<file path="src/rtl/uart_pkg.sv">
// Shared constants and helpers for the UART receive path.
package uart_pkg;

  localparam int unsigned UART_DATA_W     = 8;
  localparam int unsigned UART_FIFO_DEPTH = 16;

  // Width of a fill counter that must represent both 0 and depth.
  function automatic int unsigned uart_level_w(input int unsigned depth);
    return $clog2(depth) + 1;
  endfunction

endpackage

</file>
<file path="src/rtl/uart_fifo_mem.sv">
// Byte storage for uart_rx_fifo: synchronous write, asynchronous read.
module uart_fifo_mem
  import uart_pkg::*;
#(
  parameter int unsigned DEPTH = UART_FIFO_DEPTH,
  localparam int unsigned AW   = $clog2(DEPTH)
) (
  input  logic                   clk,
  input  logic                   we,
  input  logic [AW-1:0]          waddr,
  input  logic [UART_DATA_W-1:0] wdata,
  input  logic [AW-1:0]          raddr,
  output logic [UART_DATA_W-1:0] rdata
);

  logic [UART_DATA_W-1:0] mem [DEPTH];

  // Left unreset so it can map onto distributed RAM.
  always_ff @(posedge clk) begin
    if (we) begin
      mem[waddr] <= wdata;
    end
  end

  assign rdata = mem[raddr];

endmodule

</file>
<file path="src/rtl/uart_rx_fifo.sv">
// Byte FIFO between uart_rx and uart_debug with a fill-level output.
// Define UART_FIFO_RTS_EN to add the registered rts_n flow-control output.
module uart_rx_fifo
  import uart_pkg::*;
#(
  parameter int unsigned DEPTH         = UART_FIFO_DEPTH,
  parameter int unsigned RTS_THRESHOLD = 12,
  localparam int unsigned AW           = $clog2(DEPTH),
  localparam int unsigned LW           = uart_level_w(DEPTH)
) (
  input  logic                   clk,
  input  logic                   resetn,
  input  logic [UART_DATA_W-1:0] in_data,
  input  logic                   in_valid,
  output logic                   in_ready,
  output logic [UART_DATA_W-1:0] out_data,
  output logic                   out_valid,
  input  logic                   out_ready,
`ifdef UART_FIFO_RTS_EN
  output logic                   rts_n,
`endif
  output logic [LW-1:0]          level
);

  if (DEPTH < 2 || (DEPTH & (DEPTH - 1)) != 0) begin : g_bad_depth
    $error("uart_rx_fifo: DEPTH must be a power of two and at least 2");
  end

  logic [AW-1:0] wr_ptr_q, rd_ptr_q;
  logic [LW-1:0] level_q, level_d;
  logic          push, pop;

  assign in_ready  = (level_q != LW'(DEPTH));
  assign out_valid = (level_q != '0);
  assign push      = in_valid && in_ready;
  assign pop       = out_valid && out_ready;
  assign level     = level_q;

  always_comb begin
    level_d = level_q;
    if (push && !pop) begin
      level_d = level_q + LW'(1);
    end else if (pop && !push) begin
      level_d = level_q - LW'(1);
    end
  end

  // Pointers wrap by natural overflow since DEPTH is a power of two.
  always_ff @(posedge clk or negedge resetn) begin
    if (!resetn) begin
      wr_ptr_q <= '0;
      rd_ptr_q <= '0;
      level_q  <= '0;
    end else begin
      if (push) wr_ptr_q <= wr_ptr_q + AW'(1);
      if (pop)  rd_ptr_q <= rd_ptr_q + AW'(1);
      level_q <= level_d;
    end
  end

  uart_fifo_mem #(
    .DEPTH (DEPTH)
  ) u_mem (
    .clk   (clk),
    .we    (push),
    .waddr (wr_ptr_q),
    .wdata (in_data),
    .raddr (rd_ptr_q),
    .rdata (out_data)
  );

`ifdef UART_FIFO_RTS_EN
  if (RTS_THRESHOLD < 3 || RTS_THRESHOLD > DEPTH) begin : g_bad_rts
    $error("uart_rx_fifo: RTS_THRESHOLD must be within 3..DEPTH");
  end

  logic rts_q, rts_d;

  // Two bytes of hysteresis keep RTS from chattering around the threshold.
  always_comb begin
    rts_d = rts_q;
    if (level_d >= LW'(RTS_THRESHOLD)) begin
      rts_d = 1'b1;
    end else if (level_d < LW'(RTS_THRESHOLD - 2)) begin
      rts_d = 1'b0;
    end
  end

  always_ff @(posedge clk or negedge resetn) begin
    if (!resetn) begin
      rts_q <= 1'b0;
    end else begin
      rts_q <= rts_d;
    end
  end

  assign rts_n = rts_q;
`endif

endmodule

</file>
<file path="config.mk">
export PLATFORM = sky130hd
export DESIGN_NAME = uart_rx_fifo
export DESIGN_NICKNAME = d
export VERILOG_FILES = /design/src/rtl/uart_pkg.sv /design/src/rtl/uart_fifo_mem.sv /design/src/rtl/uart_rx_fifo.sv
export SDC_FILE = /design/constraint.sdc
export NUM_CORES = 1
export LEC_CHECK = 0
export ABC_AREA = 1
export CAP_MARGIN = 20
export CORE_UTILIZATION = 25
export CTS_CLUSTER_DIAMETER = 100
export DETAILED_ROUTE_END_ITERATION = 8
export PLACE_DENSITY = 0.49
export SLEW_MARGIN = 20
export SYNTH_ARGS = -nofsm -noshare
export SYNTH_HDL_FRONTEND = slang
export SYNTH_SLANG_ARGS = --single-unit
</file>
<file path="constraint.sdc">
create_clock -name clk -period 2.25 [get_ports clk]
set_input_delay 0.675 -clock clk [delete_from_list [all_inputs] [get_ports clk]]
set_output_delay 0.675 -clock clk [all_outputs]
set_load 0.01 [all_outputs]
</file>
==> qor.csv, run 1 <==
stage,metric,value,unit
status,status,"finished, violations left",
status,failing checks,setup timing,
yosys,Mapped Cells,618,
grt,gr usage total,13.4,%
routing,via count,4368,
grt,first-pass GRT wire length,25.4,mm
critical_path,r2r endpoint,level[4],
placement,placed cell count,1009,
yosys,Synth async-reset ratio,9.22,%
sta,fin crit share,112,%
grt,routing usage on met2,21.2,%
placement,hpwl dp,10.0,mm
floorplan,die area,26000,sq um
min_path,hold path depth,2,
clocking,# H-tree levels,4,
sta,Final WS setup,-279,ps
yosys,Synth area leader,edfxtp_1,
clocking,CTS Buffer Depth,2,
routing,1st-pass router iterations,4,
critical_path,WS Path Type,register to primary output,
layout,"Design Area, Final",8560,sq um
sta,max_slew headroom,84.6,%
power,Leakage,3.61,nW
placement,GPL Wtd Cong,0.775,
sta,setup TNS,-2050,ps
yosys,Synth Area per Inst,10.2,sq um
clocking,Worst-path clk slew,60,ps
placement,Port Buffers,26,
yosys,sequential fraction of the synthesis area,65.9,%
floorplan,Starting Density,25.7,%
sta,Slew @ Worst Pin,231,ps
critical_path,R2R depth,13,
yosys,#FFs+latches synth,141,
grt,M1 GR Usage,18.4,%
yosys,Synth top area share,60.7,%
critical_path,Worst Path Required,1570,ps
grt,vias in the first global route,4246,
critical_path,startpoint types,register,
sta,final number of setup-violating endpoints,8,
layout,share of cells above drive strength 1,25.5,%
yosys,Post-synth EDFFs,128,
critical_path,Worst R2R Setup Slack,170,ps
clocking,CTS tree,done,
layout,fill count,2447,
floorplan,Die Ht,161,um
clocking,clock root cell,clkbuf_16,
routing,# DRC,0,
routing,initial drt markers,332,
floorplan,IO Pins,27,
run,Max-cap violations,0,
min_path,worst min path class,register to register,
sta,RSZ-0062 raised after global routing,true,
layout,Final Util,34.8,%
grt,grt ovf,0,
grt,initial antenna violation count,0,
sta,worst clock skew,5.78,ps
grt,GR peak layer,met2,
yosys,synthesized net count,640,
power,pwr/cell area,1350,nW/um^2
yosys,library cells used by synthesis,26,
critical_path,critical path capture point type,primary output,
critical_path,CP Max Fanout,7,
floorplan,Core Box Area,24600,sq um
sta,Final Critical Period,2530,ps
yosys,Post-synth top cells,"nand2_1, edfxtp_1, nor2_1",
layout,ANT cells,0,
layout,Layout Cells excl Fill,1056,
power,worst vdd ir,0.688,mV
placement,placed instance area,7450,sq um
routing,Detail Route Antenna Nets,0,
layout,Nets,741,
sta,max-slew violation count,0,
yosys,Mapped Area,6330,sq um
critical_path,WP data arrival,1850,ps
floorplan,Die Wd,161,um
grt,largest net degree at the start of global routing,21,
routing,drt wl/cell,15.4,um
clocking,Num Clock Sinks,141,
routing,vias per inst,4.14,
critical_path,worst r2r src,level[3],
clocking,CTS buffer count,17,
floorplan,# rows,57,
yosys,cell with the most instances after synthesis,nand2_1,
clocking,cts hold-fix bufs,0,
sta,fmax,0.395,GHz
yosys,Ys Warns,0,
min_path,hold-critical path endpoint,wr_ptr_q[3],
grt,GRT met3 Usage,2.65,%
layout,"Area growth, synth to finish",35.2,%
clocking,clk_lat worst skew,420,ps
yosys,ranking of synthesized cells by area,"edfxtp_1, nand2_1, dfrtp_1",
routing,WL final,16.3,mm
yosys,"Top FF cell, synth",edfxtp_1,
sta,Fin. Hold Viols,0,
min_path,worst hold path startpoint,wr_ptr_q[3],
-- cell usage in the layout (no fill, tap or decap), types with 3 or more instances in the layout --
master           Yosys  routed
buf_12               1      16
buf_16               0       6
buf_2               12       6
buf_4                2      50
buf_6                2       6
bufinv_16            0       4
clkbuf_16            0      17
clkdlybuf4s50_1      0      16
dfrtp_1             13      12
edfxtp_1           128     128
ha_1                 9       9
inv_1               61      61
inv_2                5       3
inv_6                0       4
nand2_1            240     217
nand2_2              1      23
nand3_1             47      29
nand3_2             10      28
nor2_1              66      55
nor2_2               0      11
o21ai_0              3       3
xnor2_1              3       3
xor2_1               3       3
-- stage by stage --
stage	total power [mW]	setup slack, ps	hold WS (ps)
after global routing	12.2	-367	571
final	11.5	-279	552
after global placement	7.65	-264	534
after floorplan	5.73	98.8	379
after CTS	11.6	-301	551
after detailed placement	7.67	-272	536
-- critical path: stages, from the launching register on --
cell	delay, ps
dfrtp_2	440
buf_12	150
inv_16	90
buf_12	140
buf_4	110
nand2_1	40
nand2_1	50
nand2_1	60
nand3_2	100
nand2_2	60
nand2_1	60
buf_2	130
-- cell families (layout without fill, tap and decap cells) --
family	count (synthesis)	count (layout)	synth area share, %
AO/OA/AOI/OAI	5	5	0.415
AND/OR/NAND/NOR	368	368	24.3
buffers and inverters	88	202	6.54
adder cells (fa/ha/maj)	10	10	2.10
flip-flops	141	141	65.9
XOR/XNOR	6	6	0.830
-- area by class of cell --
| class | instances | area, sq um | share of cell area, % |
|---|---|---|---|
| sequential | 141 | 4170 | 48.7 |
| multi-input combinational | 389 | 1930 | 22.5 |
| timing repair buffer | 103 | 1150 | 13.5 |
| clock buffer | 17 | 425 | 4.97 |
| tap | 324 | 405 | 4.74 |
| inverter | 67 | 270 | 3.16 |
| clock inverter | 15 | 208 | 2.43 |
-- state kept, by name, summed over array words and instances (netlist names) --
register / cells
u_mem.mem: 128
rd_ptr_q: 4
level: 5
wr_ptr_q: 4
-- routing by layer --
layer / routed length, um / vias up / share of wire (%)
met5: 0 / - / 0
li1: - / 2200 / -
met1: 7690 / 2075 / 47
met4: 256 / 0 / 1.6
met3: 609 / 20 / 3.7
met2: 7740 / 73 / 47
-- worst max path at each step --
stage	start	endpoint	slack, ps	cells past startpoint
floorplan	level[0]	level[4]	100	12
global placement	rd_ptr_q[0]	out_data[7]	-260	9
detailed placement	rd_ptr_q[0]	out_data[7]	-270	9
CTS	rd_ptr_q[0]	out_data[7]	-300	11
global route	rd_ptr_q[0]	out_data[5]	-370	11
finish	rd_ptr_q[0]	out_data[5]	-280	11
-- timing repair --
action	in CTS	in global routing
gates resized for setup	106	8
setup buffers	9	0
setup endpoints to repair	10	9
pin swaps	28	4
gates cloned	6	0
-- power by group --
| part | switching, mW | internal (mW) |
|---|---|---|
| combinational | 2.84 | 2.30 |
| sequential | 0.163 | 3.19 |
| clock | 1.17 | 1.88 |
Note: power is estimated with default switching activity, not from simulation.
==> inputs of run 2 (changes only) <==
--- a/config.mk
+++ b/config.mk
@@ -7,10 +7,10 @@
 export LEC_CHECK = 0
 export ABC_AREA = 1
 export CAP_MARGIN = 20
-export CORE_UTILIZATION = 25
+export CORE_UTILIZATION = 55
 export CTS_CLUSTER_DIAMETER = 100
 export DETAILED_ROUTE_END_ITERATION = 8
-export PLACE_DENSITY = 0.49
+export PLACE_DENSITY = 0.82
 export SLEW_MARGIN = 20
 export SYNTH_ARGS = -nofsm -noshare
 export SYNTH_HDL_FRONTEND = slang
==> run 2 against run 1 <==
  * The flow still finishes with violations (setup timing)
  * First-iteration DRC count up 65%
  * Non-clock buffer count decreased by 23
  * Die area shrank 54%
  * Register-to-register slack got worse by 40 ps
  * Global-route usage is 15 points higher
  * Routed wire length decreased by 2.8%
  * Critical path type unchanged
==> qor.csv, run 2 (synthesis gave the netlist of run 1 again) <==
stage,metric,value,unit
routing,# DRC,0,
min_path,worst hold path startpoint,wr_ptr_q[3],
clocking,clk_lat worst skew,420,ps
sta,RSZ-0062 raised after global routing,true,
grt,vias in the first global route,4759,
status,failing checks,setup timing,
sta,Final Critical Period,2490,ps
floorplan,die area,11900,sq um
clocking,Worst-path clk slew,60,ps
routing,via count,4768,
grt,first-pass GRT wire length,24.4,mm
grt,grt ovf,0,
sta,fmax,0.402,GHz
sta,max_slew headroom,52.7,%
grt,largest net degree at the start of global routing,27,
sta,max-slew violation count,0,
critical_path,Worst R2R Setup Slack,130,ps
layout,"Area growth, synth to finish",24.2,%
critical_path,Worst Path Required,1570,ps
min_path,worst min path class,register to register,
critical_path,CP Max Fanout,5,
routing,vias per inst,5.61,
placement,GPL Wtd Cong,0.824,
clocking,CTS tree,done,
sta,fin crit share,111,%
grt,gr usage total,28.2,%
sta,Slew @ Worst Pin,707,ps
layout,share of cells above drive strength 1,22.3,%
critical_path,WS Path Type,register to primary output,
min_path,hold path depth,2,
run,Max-cap violations,0,
layout,most frequent cells in the layout,"nand2_1, edfxtp_1, inv_1",
placement,hpwl dp,9.12,mm
layout,Nets,719,
routing,Detail Route Antenna Nets,0,
routing,drt wl/cell,18.6,um
layout,fill count,681,
placement,dpl ws,-200,ps
sta,setup TNS,-1460,ps
sta,Final WS setup,-237,ps
placement,Port Buffers,26,
clocking,CTS Buffer Depth,2,
power,worst vdd ir,0.690,mV
sta,worst clock skew,9.62,ps
sta,Fin. Hold Viols,0,
critical_path,critical path capture point type,primary output,
floorplan,Core Box Area,11000,sq um
floorplan,# rows,38,
power,pwr/cell area,1330,nW/um^2
floorplan,Die Wd,109,um
clocking,CTS buffer count,17,
power,Leakage,3.35,nW
layout,Largest register FFs,128,
critical_path,r2r endpoint,level[4],
clocking,# H-tree levels,4,
layout,ANT cells,0,
floorplan,Starting Density,57.4,%
routing,WL final,15.8,mm
layout,"most common cell after layout, fill and taps aside",nand2_1,
routing,initial drt markers,548,
layout,register with the most flip-flops,u_mem.mem,
floorplan,Die Ht,109,um
critical_path,worst r2r src,level[1],
floorplan,IO Pins,27,
sta,final number of setup-violating endpoints,8,
critical_path,R2R depth,13,
grt,initial antenna violation count,0,
critical_path,WP data arrival,1810,ps
critical_path,startpoint types,register,
clocking,Num Clock Sinks,141,
status,status,"finished, violations left",
min_path,hold-critical path endpoint,wr_ptr_q[3],
routing,1st-pass router iterations,5,
clocking,clock root cell,clkbuf_16,
[run 2: final cells by class]
class / count / area (sq um) / area share [%]
Sequential cell: 141 / 4170 / 53.1
Multi-Input combinational cell: 389 / 1890 / 24.1
Timing Repair Buffer: 80 / 791 / 10.1
Clock buffer: 18 / 429 / 5.46
Inverter: 67 / 262 / 3.33
Tap cell: 140 / 175 / 2.23
Clock inverter: 14 / 133 / 1.69
Timing Repair inverter: 1 / 6.26 / 0.0796
[run 2: layer usage]
layer	global-route usage, %	part of all wire [%]	vias up
li1	-	-	2155
met1	34.9	38	2287
met5	0	0	-
met3	5.14	8.0	52
met4	13.6	4.2	0
met2	47.6	50	274
[run 2: power breakdown]
part | total (mW) | switching, mW | internal, mW
registers | 3.40 | 0.197 | 3.20
logic | 4.42 | 2.64 | 1.77
clock network | 2.67 | 1.13 | 1.54
total | 10.5 | 3.97 | 6.51
[run 2: worst max path at each step]
stage	startpoint	cells past startpoint	slack, ps	to
final	rd_ptr_q[1]	9	-240	out_data[5]
after global routing	rd_ptr_q[1]	9	-290	out_data[5]
after CTS	rd_ptr_q[1]	9	-230	out_data[3]
after detailed placement	in_valid	12	-200	level[3]
after global placement	in_valid	12	-140	level[4]
after floorplan	level[0]	12	100	level[4]
[run 2: metrics by stage]
step,utilization [%],area (sq um),std cells,total power [mW],hold slack [ps]
final,71.3,7860,850,10.5,552
after global routing,71.3,7860,850,11.0,580
after CTS,70.7,7800,849,10.3,548
after detailed placement,63.6,7010,806,7.25,534
after global placement,63.6,7010,806,7.05,518
after floorplan,-,6330,618,5.73,379
[run 2: repair_timing]
action | in CTS | in global routing
hold buffers | 0 | 0
setup buffers | 10 | 1
endpoints found under the hold margin | 0 | 0
pin swaps | 26 | 9
endpoints found under the setup margin | 10 | 10
cloned | 3 | 1
resized for setup | 77 | 21
[run 2: critical path, cell delays in order (launching register included)]
cell     delay (ps)
dfrtp_2         440
buf_12          150
nor2_8          140
buf_6           160
nand3_2          60
nand2_1         100
nor2_2           50
nand2_1         100
nand2_1          50
buf_2           130
